**config.mk**
```make
export PLATFORM = sky130hd
export DESIGN_NAME = div4_seq_ctrl
export DESIGN_NICKNAME = d
export VERILOG_FILES = /design/src/rtl/div4_seq_ctrl_pkg.sv /design/src/rtl/div4_seq_ctrl_div_step.sv /design/src/rtl/div4_seq_ctrl.sv
export SDC_FILE = /design/constraint.sdc
export NUM_CORES = 1
export LEC_CHECK = 0
export ABC_AREA = 1
export ABC_CLOCK_PERIOD_IN_PS = 2810
export CORE_UTILIZATION = 44
export CTS_CLUSTER_SIZE = 16
export DETAILED_ROUTE_END_ITERATION = 10
export GPL_TIMING_DRIVEN = 0
export HOLD_SLACK_MARGIN = 0.02
export PLACE_DENSITY_LB_ADDON = 0.25
export SLEW_MARGIN = 20
export SYNTH_ARGS = -nofsm -noshare
export SYNTH_HDL_FRONTEND = slang
export SYNTH_SLANG_ARGS = --single-unit
export TNS_END_PERCENT = 1
```
**constraint.sdc**
```tcl
create_clock -name clk -period 2.81 [get_ports clk]
set_clock_uncertainty 0.15 [all_clocks]
set_input_delay 0.562 -clock clk [delete_from_list [all_inputs] [get_ports clk]]
set_output_delay 0.562 -clock clk [all_outputs]
set_load 0.1 [all_outputs]
```
**src/rtl/div4_seq_ctrl_pkg.sv**
```systemverilog
// Shared definitions for the 4-bit by 2-bit sequential restoring divider.
// Holds the controller state encoding, datapath widths and the fixed
// start-to-done latency.
package div4_seq_ctrl_pkg;

  typedef enum logic [1:0] {
    IDLE = 2'd0,
    RUN  = 2'd1,
    DONE = 2'd2
  } state_t;

  localparam int DIVIDEND_W = 4;
  localparam int DIVISOR_W  = 2;
  localparam int REM_W      = 3;
  localparam int CNT_W      = 2;

  // Cycles from the accepting clock edge to the cycle in which done is high.
  localparam int DONE_LATENCY = 5;

  // Counter value loaded on start: index of the dividend MSB.
  localparam logic [CNT_W-1:0] CNT_LOAD = CNT_W'(DIVIDEND_W - 1);
  localparam logic [CNT_W-1:0] CNT_ONE  = CNT_W'(1);

endpackage

```
**src/rtl/div4_seq_ctrl_div_step.sv**
```systemverilog
// One restoring division step (purely combinational).
// Ports:
//   pr      - current partial remainder
//   bit_in  - next dividend bit, MSB first
//   divisor - unsigned divisor
//   pr_next - partial remainder after shift-in and conditional subtract
//   q_bit   - quotient bit produced by this step
module div_step
  import div4_seq_ctrl_pkg::*;
(
  input  logic [REM_W-1:0]     pr,
  input  logic                 bit_in,
  input  logic [DIVISOR_W-1:0] divisor,
  output logic [REM_W-1:0]     pr_next,
  output logic                 q_bit
);

  logic [REM_W-1:0] w_shift;
  logic [REM_W-1:0] w_div_ext;

  assign w_shift   = {pr[REM_W-2:0], bit_in};
  assign w_div_ext = {1'b0, divisor};

  always_comb begin
    pr_next = w_shift;
    q_bit   = 1'b0;
    if (w_shift >= w_div_ext) begin
      pr_next = w_shift - w_div_ext;
      q_bit   = 1'b1;
    end
  end

endmodule

```
**src/rtl/div4_seq_ctrl.sv**
```systemverilog
// Sequential 4-bit / 2-bit unsigned restoring divider with a small
// IDLE -> RUN -> DONE controller. A single div_step instance is reused for
// the four RUN cycles, the counter selecting which dividend bit feeds it.
// Ports:
//   clk, rst     - clock, asynchronous active-high reset
//   start        - request a division (only looked at in IDLE)
//   dividend     - 4-bit unsigned dividend, captured on acceptance
//   divisor      - 2-bit unsigned divisor, captured on acceptance
//   busy         - high while in RUN and DONE
//   done         - one-cycle pulse, results valid from this cycle on
//   quotient     - registered quotient (4'hF on divide by zero)
//   remainder    - registered remainder (0 on divide by zero)
//   div_by_zero  - registered divide-by-zero flag
module div4_seq_ctrl
  import div4_seq_ctrl_pkg::*;
(
  input  logic                  clk,
  input  logic                  rst,
  input  logic                  start,
  input  logic [DIVIDEND_W-1:0] dividend,
  input  logic [DIVISOR_W-1:0]  divisor,
  output logic                  busy,
  output logic                  done,
  output logic [DIVIDEND_W-1:0] quotient,
  output logic [REM_W-1:0]      remainder,
  output logic                  div_by_zero
);

  state_t                  r_state;
  logic [DIVIDEND_W-1:0]   r_dividend;
  logic [DIVISOR_W-1:0]    r_divisor;
  logic [REM_W-1:0]        r_pr;
  // Only the first three quotient bits need storing; the fourth comes
  // straight from the step on the final RUN cycle.
  logic [DIVIDEND_W-2:0]   r_q;
  logic [CNT_W-1:0]        r_cnt;

  logic [REM_W-1:0]        w_pr_next;
  logic                    w_q_bit;
  logic                    w_div_zero;

  div_step u_step (
    .pr      (r_pr),
    .bit_in  (r_dividend[r_cnt]),
    .divisor (r_divisor),
    .pr_next (w_pr_next),
    .q_bit   (w_q_bit)
  );

  assign w_div_zero = (r_divisor == '0);

  always_ff @(posedge clk or posedge rst) begin
    if (rst) begin
      r_state     <= IDLE;
      r_dividend  <= '0;
      r_divisor   <= '0;
      r_pr        <= '0;
      r_q         <= '0;
      r_cnt       <= '0;
      busy        <= 1'b0;
      done        <= 1'b0;
      quotient    <= '0;
      remainder   <= '0;
      div_by_zero <= 1'b0;
    end else begin
      case (r_state)
        IDLE: begin
          if (start) begin
            r_dividend <= dividend;
            r_divisor  <= divisor;
            r_pr       <= '0;
            r_q        <= '0;
            r_cnt      <= CNT_LOAD;
            busy       <= 1'b1;
            r_state    <= RUN;
          end
        end

        RUN: begin
          r_pr  <= w_pr_next;
          r_q   <= {r_q[DIVIDEND_W-3:0], w_q_bit};
          r_cnt <= r_cnt - CNT_ONE;
          // Results are published only on the last step so the outputs
          // stay frozen at the previous result throughout RUN.
          if (r_cnt == '0) begin
            r_state     <= DONE;
            done        <= 1'b1;
            div_by_zero <= w_div_zero;
            quotient    <= w_div_zero ? {DIVIDEND_W{1'b1}} : {r_q, w_q_bit};
            remainder   <= w_div_zero ? '0 : w_pr_next;
          end
        end

        DONE: begin
          // start is deliberately not looked at here; a held start is
          // picked up in the following IDLE cycle.
          done    <= 1'b0;
          busy    <= 1'b0;
          r_state <= IDLE;
        end

        default: begin
          done    <= 1'b0;
          busy    <= 1'b0;
          r_state <= IDLE;
        end
      endcase
    end
  end

endmodule

```
## After elaboration in Yosys (flattened, before gate mapping)

Cells that the tools add are included.

| storage, ports and cells | value |
|---|---|
| register bits | 25 |
| input bits | 9 |
| output and inout port bits | 10 |
| word-level logic and storage cells | 48 |

| operators by class | value |
|---|---|
| $add $sub $neg | 2 |
| order comparisons | 2 |
| equal/unequal tests | 3 |
| muxes and demuxes | 18 |
| bitwise logic cells | 2 |
| reductions and logical operators | 10 |

Operator list:

| kind | number |
|---|---|
| $pmux 2 s2 | 3 |
| $reduce_and 2->1 | 6 |
| $mux 3 | 3 |
| $logic_not 2->1 | 3 |
| $mux 2 | 3 |
| $pmux 3 s2 | 1 |
| $mux 1 | 4 |
| $mux 4 | 1 |
| $ne 2x2->1 const B | 2 |
| $pmux 1 s2 | 2 |
| $ge 3x2->1 | 1 |
| $lt 2x3->1 const B | 1 |
| $sub 3x2->3 | 1 |
| $bmux 1 s2 | 1 |
| $eq 2x1->1 const B | 1 |
| $not 1->1 | 2 |
| $reduce_bool 2->1 | 1 |
| $sub 2x1->2 const B | 1 |

## Logic depth before layout (Yosys ltp)

Gate-level depths: netlist (run 1).

| depth | value |
|---|---|
| word-level depth | 5 |
| gate-level depth with buffers | 13 |
| mapped depth without buffers | 13 |

## Cells and area by module

From an unflattened synthesis (run 1), not the netlist that was laid out.

| unflattened totals | value |
|---|---|
| cell total of the unflattened synthesis | 162 |
| area total of the unflattened synthesis | 1286.2 µm² |

Modules (own cells, without submodules):

| module | times used | cells an instance | area an instance (µm²) | seq. area each (µm²) |
|---|---|---|---|---|
| div4_seq_ctrl | 1 | 142 | 1152.4 | 650.6 |
| div_step | 1 | 20 | 133.9 | 0.0 |

## Worst setup path before layout (run 1)

Ideal clock, no wire load.

| timing | value |
|---|---|
| kind | register -> register |
| start | register r_cnt[0] |
| end | register remainder[1] |
| setup time | 0.120 ns |
| data arrival time | 1.511 ns |
| data required time | 2.540 ns |
| slack | 1.029 ns |
| stages on the path, launching flop included | 12 |
| buffers on the path | 0 |
| period minus slack after synthesis | 1.781 ns |
| cell sequence | dfrtp_1 inv_1 nand2_1 nand3_1 nand2_1 ha_1 inv_1 fa_1 inv_1 nand2_1 nand3_1 nand2_1 |

| between the ends | value |
|---|---|
| word-level cells in the longest chain between the ends | 5 |
| elaborated cells on any way between the ends | 8 |
| those cells by class | add/sub: 1; order compare: 1; mux: 4; reduce/logical: 2 |

Ends and longest elaborated chain:

| item | line | text |
|---|---|---|
| start: declaration | div4_seq_ctrl.sv:36 | `logic [CNT_W-1:0] r_cnt;` |
| start signal: assignment | div4_seq_ctrl.sv:82 | `r_cnt <= r_cnt - CNT_ONE;` |
| $bmux 1 s2 | div4_seq_ctrl.sv:44 | `.bit_in (r_dividend[r_cnt]),` |
| $mux 1 (implied by the code) | div4_seq_ctrl.sv:44 |  |
| $sub 3x2->3 or $ge 3x2->1 (tied branches) | div4_seq_ctrl_div_step.sv:28, div4_seq_ctrl_div_step.sv:27 |  |
| $mux 3 | div4_seq_ctrl_div_step.sv:27 | `if (w_shift >= w_div_ext) begin` |
| $mux 3 | div4_seq_ctrl.sv:90 | `remainder <= w_div_zero ? '0 : w_pr_next;` |
| end signal: assignment | div4_seq_ctrl.sv:90 |  |
| end: declaration | div4_seq_ctrl.sv:25 | `output logic [REM_W-1:0] remainder,` |

Several ways; a longest one is shown, not always the timed one. The select of a mux whose other input is x is not followed.
A chain may end at the register's enable or synchronous reset.

## Worst setup path in the final report (run 1)

| timing | value |
|---|---|
| start | register quotient[0] |
| end | output port quotient[0] |

RTL lines:

| item | line | text |
|---|---|---|
| start: declaration | div4_seq_ctrl.sv:24 | `output logic [DIVIDEND_W-1:0] quotient,` |
| start signal: assignment | div4_seq_ctrl.sv:89 | `quotient <= w_div_zero ? {DIVIDEND_W{1'b1}} : {r_q, w_q_bit};` |

No word-level cell between the ends.

==> impl_metrics.toml, run 1 <==
[clock_tree]
cts_tree = "yes"
cts_resized = 0
cts_setup_buffers = 0
ctsHoldBuffers = 0
cts_buffers = 3
clkTransAtPathRegs_ns = 0.13
clock_latency_ns = 0.31
ctsRootBufferMaster = "clkbuf_4"
htreeDepth = 1
clkSinkCount = 25
cts_buffer_depth = 2

[drt]
first_pass_iters = 4
drc_errors = 0
viasPerCell = 4.98
wl_per_cell_um = 12.0
vias = 806
ant_nets = 0
wl_mm = 1.94
drtIter0Drc = 10

[synth]
ys.flop_type = "dfrtp_1"
yosys.area_share.simple_pct = 21.9
netlist_instances = 112
synthAdderAreaFrac_pct = 5.14
synthArstFlopShare_pct = 100
synth_area_leaders = "dfrtp_1, nand2_1, inv_1, mux2_2, ha_1"
seq_area_frac_synth_pct = 55.9
ys_ff_latch = 25
synth_warnings = 0
yosys-top-cells-count = "nand2_1, dfrtp_1, inv_1"
synth_edf_count = 0
synthDistinctLibCells = 20
synthMuxAreaShare_pct = 5.03
synth_area_sq_um = 1120
synth_compound_area_share_pct = 5.47
synth.top_cell.area_share_pct = 55.9
synth_area_per_cell_sq_um = 10.0
synth_xor_area_share_pct = 0.782
yosysMostFrequentCell = "nand2_1"
synth_top_area_cell = "dfrtp_1"
synth_top_family_by_area = "simple AND/OR/NAND/NOR gates"
synthesis.nets = 125

[worst_setup_path]
cp_top_family = "buffers and inverters"
crit_fanout = 2
crit_slowest_cell = "clkdlybuf4s50_1"
critPathRequiredTime_ns = 2.10
crit_type = "reg -> out"
arrival_ns = 1.82
crit_chain = "clkdlybuf4s50_1"
crit_buf_inv = 1
cp-end-kind = "primary output"
crit_path_start_kind = "flip-flop"
critPathMaxStageDelay_ns = 1.13

[timing]
worstMarginPinSlew_ns = 0.971
max-slew-margin-rel_pct = 35.1
fmax_ghz = 0.395
setup_viol = 0
hold_violations = 0
post-route-period-util_pct = 90.1
fin_crit_ns = 2.53
final_max_slew_viol_count = 0
rsz0062_at_grt = "no"
tns_ns = 0

[placed_design]
gp_congestion = 0.811
hpwl_mm = 1.44
placement.io_buffers = 18

[final_layout]
fillCellCount = 202
synthToLayoutAreaGrowth_pct = 21.7
register_area_sq_um = 626
drive_gt1_share_pct = 13.4
n_antenna_cell = 0
num-nets-final = 148
multiInputGateArea_sq_um = 429

[die]
dieArea_sq_um = 2750
die_h_um = 52.5
rows = 17
die_w_um = 52.5
num_io_pins = 19
start_util_pct = 48.7
core-area_sq_um = 2300

[global_routing]
grt.met1_usage_pct = 20.0
grt_pass1_vias = 735
grt_pass1_wl_mm = 3.06
gr-usage-met2_pct = 25.7
grt_max_degree = 26
grt_overflow = 0
grt_use_met3_pct = 2.61
grt_antenna_before_repair = 0
grt_usage_pct = 15.8
grt.busiest_layer = "met2"

[worst_hold_path]
worstHoldPathType = "reg -> reg"

[run_status]
outcome = "finished clean"

[run]
max_cap_viol_count = 0
[final timing paths]
path	from	end	slack, ns	cells past startpoint
max	quotient[0]$_DFFE_PP0P_	quotient[0]	0.28	1
min	remainder[1]$_DFFE_PP0P_	remainder[1]$_DFFE_PP0P_	0.34	2
max reg2reg	r_cnt[0]$_DFFE_PP0P_	r_pr[1]$_DFFE_PP0P_	0.85	11
min reg2reg	remainder[1]$_DFFE_PP0P_	remainder[1]$_DFFE_PP0P_	0.34	2
max in group asynchronous	rst	r_divisor[1]$_DFFE_PP0P_	1.34	2
min in group asynchronous	rst	r_state[1]$_DFFE_PP0P_	0.60	2
[tightest hold or removal path, stage by stage (launching register included)]
cell and delay [ns]:
dfrtp_1 0.37, nand2_1 0.05, nand2_1 0.05
[layout make-up]
| type | instances | area share, % |
|---|---|---|
| tap | 28 | 2.57 |
| clock inverter | 1 | 0.367 |
| sequential | 25 | 45.9 |
| inverter | 17 | 4.78 |
| timing repair buffer | 18 | 13.2 |
| clock buffer | 3 | 1.65 |
| multi-input combinational | 70 | 31.5 |
[routing by layer]
layer	vias up	part of all wire, %
met1	378	46
met5	-	0
li1	405	-
met4	0	0.82
met2	21	49
met3	2	4.3
[placed cells by master, fill, tap and decap left out]
master	synthesis	routed
a21oi_1	5	5
a22oi_1	1	1
clkbuf_4	0	3
clkdlybuf4s50_1	0	18
clkinv_2	1	2
dfrtp_1	25	25
fa_1	1	1
ha_1	3	3
inv_1	12	12
inv_2	4	4
mux2_1	1	1
mux2_2	4	4
nand2_1	28	28
nand2_4	2	2
nand3_1	7	7
nand3_4	1	1
nor2_1	9	9
nor2_4	1	1
nor2_8	1	1
o21ai_0	2	2
o22ai_1	3	3
xnor2_1	1	1
[metrics by stage]
step | std cells | setup slack [ns] | util [%] | hold slack (ns) | area (sq um)
finish | 162 | 0.277 | 59.3 | 0.343 | 1360
global route | 162 | 0.223 | 59.3 | 0.368 | 1360
CTS | 162 | 0.264 | 59.3 | 0.349 | 1360
detailed placement | 158 | 0.635 | 58.1 | 0.315 | 1340
global placement | 158 | 0.640 | 58.1 | 0.314 | 1340
floorplan | 112 | 1.03 | - | 0.315 | 1120
[sequential cells by signal, indices dropped and copies added (netlist names), 2 cells and up]
register / count
quotient: 4
r_dividend: 4
r_q: 3
remainder: 3
r_cnt: 2
r_divisor: 2
r_pr: 2
r_state: 2
[logic make-up after synthesis]
group,Yosys count
multiplexers,5
flip-flops,25
XOR/XNOR,1
AO/OA/AOI/OAI,11
AND/OR/NAND/NOR,49
buffers and inverters,17
adder cells (fa/ha/maj),4
Power of run 1 is left out: the tool's default activity adds up to more than one toggle a clock period on the data nets, which glitch-free logic cannot reach.
==> inputs of run 2 (changes only) <==
--- a/config.mk
+++ b/config.mk
@@ -11,7 +11,6 @@
 export CTS_CLUSTER_SIZE = 16
 export DETAILED_ROUTE_END_ITERATION = 10
 export GPL_TIMING_DRIVEN = 0
-export HOLD_SLACK_MARGIN = 0.02
 export PLACE_DENSITY_LB_ADDON = 0.25
 export SLEW_MARGIN = 20
 export SYNTH_ARGS = -nofsm -noshare
==> results of run 2 <==
No change in the layout: final DEF, timing and power equal those of run 1.
Power of run 2 is left out for the same reason.
==> inputs of run 3 (changes only) <==
--- a/config.mk
+++ b/config.mk
@@ -7,6 +7,7 @@
 export LEC_CHECK = 0
 export ABC_AREA = 1
 export ABC_CLOCK_PERIOD_IN_PS = 2810
+export CAP_MARGIN = 20
 export CORE_UTILIZATION = 44
 export CTS_CLUSTER_SIZE = 16
 export DETAILED_ROUTE_END_ITERATION = 10
==> results of run 3 <==
No change in the layout: final DEF, timing and power equal those of run 1.
Power of run 3 is left out for the same reason.
